$ cat config.mk
export PLATFORM = sky130hd
export DESIGN_NAME = sync_fifo_thresh
export DESIGN_NICKNAME = d
export VERILOG_FILES = /design/src/rtl/sync_fifo_thresh_pkg.sv /design/src/rtl/sync_fifo_mem.sv /design/src/rtl/sync_fifo_thresh.sv
export SDC_FILE = /design/constraint.sdc
export NUM_CORES = 1
export LEC_CHECK = 0
export BUFFER_PORTS_ARGS = -buffer_cell sky130_fd_sc_hd__buf_4
export CORE_MARGIN = 2
export CORE_UTILIZATION = 40
export CTS_BUF_LIST = sky130_fd_sc_hd__clkbuf_16
export DETAILED_ROUTE_END_ITERATION = 8
export SYNTH_ARGS = -nofsm -noshare
export SYNTH_HDL_FRONTEND = slang
export SYNTH_SLANG_ARGS = --single-unit
$ cat constraint.sdc
create_clock -name clk -period 2.5 [get_ports clk]
set_input_delay 0.5 -clock clk [delete_from_list [all_inputs] [get_ports clk]]
set_output_delay 0.5 -clock clk [all_outputs]
set_load 0.01 [all_outputs]
$ cat src/rtl/sync_fifo_thresh_pkg.sv
// Shared constants and helpers for the thresholded synchronous FIFO.
// Default widths live here so the top and storage agree on them.
package sync_fifo_thresh_pkg;

  localparam int DATA_W_DEF = 8;
  localparam int ADDR_W_DEF = 4;

  function automatic int depth_of(input int aw);
    return 1 << aw;
  endfunction

endpackage

$ cat src/rtl/sync_fifo_mem.sv
// FIFO storage: one synchronous write port, one asynchronous read port.
// Contents are deliberately left unreset.
module sync_fifo_mem
  import sync_fifo_thresh_pkg::*;
#(
  parameter int DATA_W = DATA_W_DEF,
  parameter int ADDR_W = ADDR_W_DEF
) (
  input  logic              clk,
  input  logic              we,
  input  logic [ADDR_W-1:0] waddr,
  input  logic [DATA_W-1:0] wdata,
  input  logic [ADDR_W-1:0] raddr,
  output logic [DATA_W-1:0] rdata
);

  logic [DATA_W-1:0] mem [depth_of(ADDR_W)];

  always_ff @(posedge clk) begin
    if (we) mem[waddr] <= wdata;
  end

  assign rdata = mem[raddr];

endmodule

$ cat src/rtl/sync_fifo_thresh.sv
// Synchronous FIFO with occupancy count, almost-full/empty thresholds,
// sticky overflow/underflow flags and selectable FWFT or registered read.
module sync_fifo_thresh
  import sync_fifo_thresh_pkg::*;
#(
  parameter int DATA_W    = DATA_W_DEF,
  parameter int ADDR_W    = ADDR_W_DEF,
  parameter int AFULL_TH  = depth_of(ADDR_W) - 2,
  parameter int AEMPTY_TH = 2,
  parameter int FWFT      = 1
) (
  input  logic              clk,
  input  logic              reset,
  input  logic              wr_en,
  input  logic [DATA_W-1:0] wr_data,
  input  logic              rd_en,
  output logic [DATA_W-1:0] rd_data,
  input  logic              clr_err,
  output logic              full,
  output logic              empty,
  output logic              almost_full,
  output logic              almost_empty,
  output logic [ADDR_W:0]   count,
  output logic              overflow,
  output logic              underflow
);

  localparam int DEPTH = depth_of(ADDR_W);
  localparam int CW    = ADDR_W + 1;

  localparam logic [ADDR_W:0] DEPTH_C = CW'(DEPTH);
  localparam logic [ADDR_W:0] AF_C    = CW'(AFULL_TH);
  localparam logic [ADDR_W:0] AE_C    = CW'(AEMPTY_TH);

  if (!(AEMPTY_TH >= 0 && AEMPTY_TH < AFULL_TH && AFULL_TH <= DEPTH))
  begin : g_bad_thresh
    $error("sync_fifo_thresh: need 0 <= AEMPTY_TH < AFULL_TH <= DEPTH");
  end

  logic [ADDR_W:0]   wr_ptr;
  logic [ADDR_W:0]   rd_ptr;
  logic              wr_acc;
  logic              rd_acc;
  logic [DATA_W-1:0] head;

  assign full         = (count == DEPTH_C);
  assign empty        = (count == '0);
  assign almost_full  = (count >= AF_C);
  assign almost_empty = (count <= AE_C);

  // A full FIFO can still take a write when a read frees a slot.
  assign rd_acc = rd_en & ~empty;
  assign wr_acc = wr_en & (~full | rd_acc);

  sync_fifo_mem #(
    .DATA_W (DATA_W),
    .ADDR_W (ADDR_W)
  ) u_mem (
    .clk   (clk),
    .we    (wr_acc),
    .waddr (wr_ptr[ADDR_W-1:0]),
    .wdata (wr_data),
    .raddr (rd_ptr[ADDR_W-1:0]),
    .rdata (head)
  );

  always_ff @(posedge clk) begin
    if (reset) begin
      wr_ptr    <= '0;
      rd_ptr    <= '0;
      count     <= '0;
      overflow  <= 1'b0;
      underflow <= 1'b0;
    end else begin
      if (wr_acc) wr_ptr <= wr_ptr + CW'(1);
      if (rd_acc) rd_ptr <= rd_ptr + CW'(1);
      unique case ({wr_acc, rd_acc})
        2'b10:   count <= count + CW'(1);
        2'b01:   count <= count - CW'(1);
        default: count <= count;
      endcase
      // A new error in the same cycle wins over the clear.
      overflow  <= (wr_en & ~wr_acc) | (overflow & ~clr_err);
      underflow <= (rd_en & ~rd_acc) | (underflow & ~clr_err);
    end
  end

  if (FWFT != 0) begin : g_fwft
    assign rd_data = head;
  end else begin : g_reg_rd
    always_ff @(posedge clk) begin
      if (reset)       rd_data <= '0;
      else if (rd_acc) rd_data <= head;
    end
  end

endmodule

==> impl_metrics.json <==
{
  "antenna_cells": 0,
  "synth_area_um2": 5920,
  "clkSinkCount": 147,
  "fmax_mhz": 396,
  "antenna_found_initial": 0,
  "cp-start-kind": "flip-flop",
  "synth-simple-area-share_pct": 5.96,
  "powerDensity_nw_per_um2": 991,
  "fp-row-count": 44,
  "syn_nets": 361,
  "min_period_ps": 2520,
  "worstRegToRegCells": 8,
  "crit_type": "flip-flop to output port",
  "first_pass_iters": 4,
  "critPathCaptureType": "output port",
  "fp.dieW_um": 126,
  "crit_path_end": "rd_data[2]",
  "tns_ps": -23.0,
  "start_util_pct": 40.9,
  "core_area_um2": 14500,
  "worst-path-max-fanout": 7,
  "arrival_ps": 2020,
  "ys_ff_latch": 147,
  "final_area_um2": 7310,
  "ys.flop_type": "edfxtp_1",
  "hold_path_class": "input port to flip-flop",
  "maxSlewHeadroom_pct": 38.7,
  "viasPerCell": 5.30,
  "hold_viol": 0,
  "p_leak_nw": 2.51,
  "seq_area_frac_synth_pct": 71.3,
  "ir_drop_v": 0.000587,
  "grtUsageTotal_pct": 16.5,
  "clk_path_buf_depth": 2,
  "wire_per_inst_um": 20.2,
  "yosys.area_share.adder_pct": 2.03,
  "ios": 32,
  "vias": 3193,
  "seq_area_um2": 4230,
  "nNetsFinal": 430,
  "rsz0062_at_grt": "true",
  "wirelength_um": 12200,
  "dieArea_um2": 15800,
  "ys_warn_count": 0,
  "critPathMaxStageDelay_ps": 520,
  "synth_cells": 339,
  "outcome": "finished with violations",
  "post-route-util_pct": 50.5,
  "grt_overflow": 0,
  "die_h_um": 126,
  "areaGrowthSynthToFinish_pct": 23.4,
  "fin_crit_sh_pct": 101,
  "grt_pass1_wl_um": 19300,
  "grt_pass1_vias": 3387,
  "synthDistinctLibCells": 41,
  "gp_congestion": 0.759,
  "first_iter_violations": 276,
  "placed_cells_incl_taps": 568,
  "synth.avg_cell_area_um2": 17.5,
  "clockRootBuffer": "clkbuf_16",
  "critical_path_required_ps": 2000,
  "instances_no_fill": 603,
  "crit_slowest_cell": "mux4_2",
  "violations": "negative setup slack",
  "grt_max_degree": 33,
  "async_flop_share_pct": 0,
  "worst_pin_slew_ps": 916,
  "hold_buffers": 0,
  "path_cells": "buf_12 -> buf_16 -> mux4_2 -> a22oi_2 -> nand2_2 -> buf_6",
  "synth-xor-area-share_pct": 0.888,
  "maxCapViolations": 0,
  "layout-drive-gt1-share_pct": 34.8,
  "placed_cell_area_um2": 6570,
  "synth_top_family_by_area": "multiplexers",
  "rrSetupSlack_ps": 110,
  "insertion_delay_ps": 420,
  "drtAntennaViolNets": 0,
  "multi_input_area_um2": 1680,
  "r2r-start": "count[1]",
  "synth-edff-count": 128,
  "port_buffers": 31,
  "dp_hpwl_um": 7680,
  "htree_levels": 4,
  "r2r-end": "count[4]",
  "muxShareOfSynthArea_pct": 13.0,
  "finalSetupViolations": 1,
  "cts_buffers": 17,
  "path_clk_slew_ps": 60,
  "drc": 0,
  "finalMaxSlewViolations": 0,
  "finClkSkew_ps": 9.35,
  "nFillCells": 1202,
  "fin_ws_ps": -23.0,
  "synth_compound_area_share_pct": 4.78,
  "cts_tree": "yes"
}
[sequential cells by signal, indices dropped and copies added, names as in the netlist, named ones only]
register   count
overflow       1
rd_ptr         4
count          5
underflow      1
u_mem.mem    128
wr_ptr         4
[worst max-delay path: cells and delay by family, from the launching register on]
family | cells | cell delay, ps
multiplexers | 1 | 520
buffers and inverters | 3 | 410
AO/OA/AOI/OAI | 1 | 180
AND/OR/NAND/NOR | 1 | 90
flip-flops | 1 | 410
[synth_stat cells (all sizes together) (6+ instances only)]
master | instances | share of area, %
edfxtp | 128 | 65
ha | 8 | 1.7
nor2b | 6 | 0.63
buf | 8 | 0.76
nor2 | 28 | 1.8
clkbuf | 10 | 0.63
nor3 | 8 | 0.68
inv | 9 | 0.57
a22oi | 16 | 2.0
nand2 | 13 | 0.82
mux4 | 32 | 12
dfxtp | 19 | 6.4
[routing by layer]
metal | share of wire (%) | GRT usage (%) | vias to the layer above
met5 | 0 | 0 | -
met4 | 1.1 | 5.10 | 0
met3 | 3.2 | 4.80 | 12
met2 | 52 | 28.0 | 60
met1 | 44 | 20.7 | 1641
li1 | - | - | 1480
[report_power, final]
part | internal, mW | total (mW) | switching (mW) | leakage [nW]
Combinational | 1.14 | 2.15 | 1.01 | 0.930
Clock | 1.32 | 2.21 | 0.892 | 0.272
Sequential | 2.79 | 2.88 | 0.0902 | 1.31
Total | 5.25 | 7.24 | 1.99 | 2.51
[kinds of logic after synthesis]
kind of cell,Yosys count
xor gates and xnor gates,6
buffers and inverters,27
adders and majority gates,9
muxes,37
AOI/OAI and AO/OA,39
DFF,147
and+or+nand+nor,74
[metrics by stage]
stage               power (mW)  setup slack, ps  hold slack (ps)
finish                    7.24            -23.0              392
global route              7.58             -101              388
floorplan                 4.09            0.216              507
detailed placement        4.74             28.7              491
global placement          4.70             75.5              479
CTS                       7.30            -64.1              380
[cells in the final DEF (no fill, tap or decap), types with 5 or more instances in the layout]
master and instances:
nor3_1 8, buf_6 8, clkbuf_16 17, a22oi_2 13
nand2_1 10, buf_4 54, inv_1 15, dfxtp_1 18
nand3_1 5, ha_1 7, edfxtp_1 128, nor2_1 28
mux4_2 32, nor2b_1 6
[worst min-delay path by stage]
stage | startpoint | to | slack, ps | cells past startpoint
2_1_floorplan | rd_ptr[2] | flip-flop | 510 | 2
3_3_place_gp | overflow | overflow | 480 | 2
3_5_place_dp | overflow | overflow | 490 | 2
4_1_cts | wr_data[6] | u_mem.mem[8][6] | 380 | 1
5_1_grt | wr_data[5] | u_mem.mem[9][5] | 390 | 1
6_report | wr_data[5] | u_mem.mem[3][5] | 390 | 1
[final cells by class]
cell class	instances	share of cell area (%)
clock inverters	13	1.16
inverters	9	0.462
well taps	184	3.15
multi-input cells	165	23.0
repair buffers	68	8.56
clock buffers	17	5.82
flip-flops and latches	147	57.9
[repair_timing]
item / CTS / global route
cloned: 3 / 0
pin swaps: 9 / 9
setup buffers: 2 / 1
endpoints found under the setup margin: 8 / 10
endpoints found under the hold margin: 0 / 0
gates resized for setup: 21 / 12
Power figures use the tool's default switching activity.
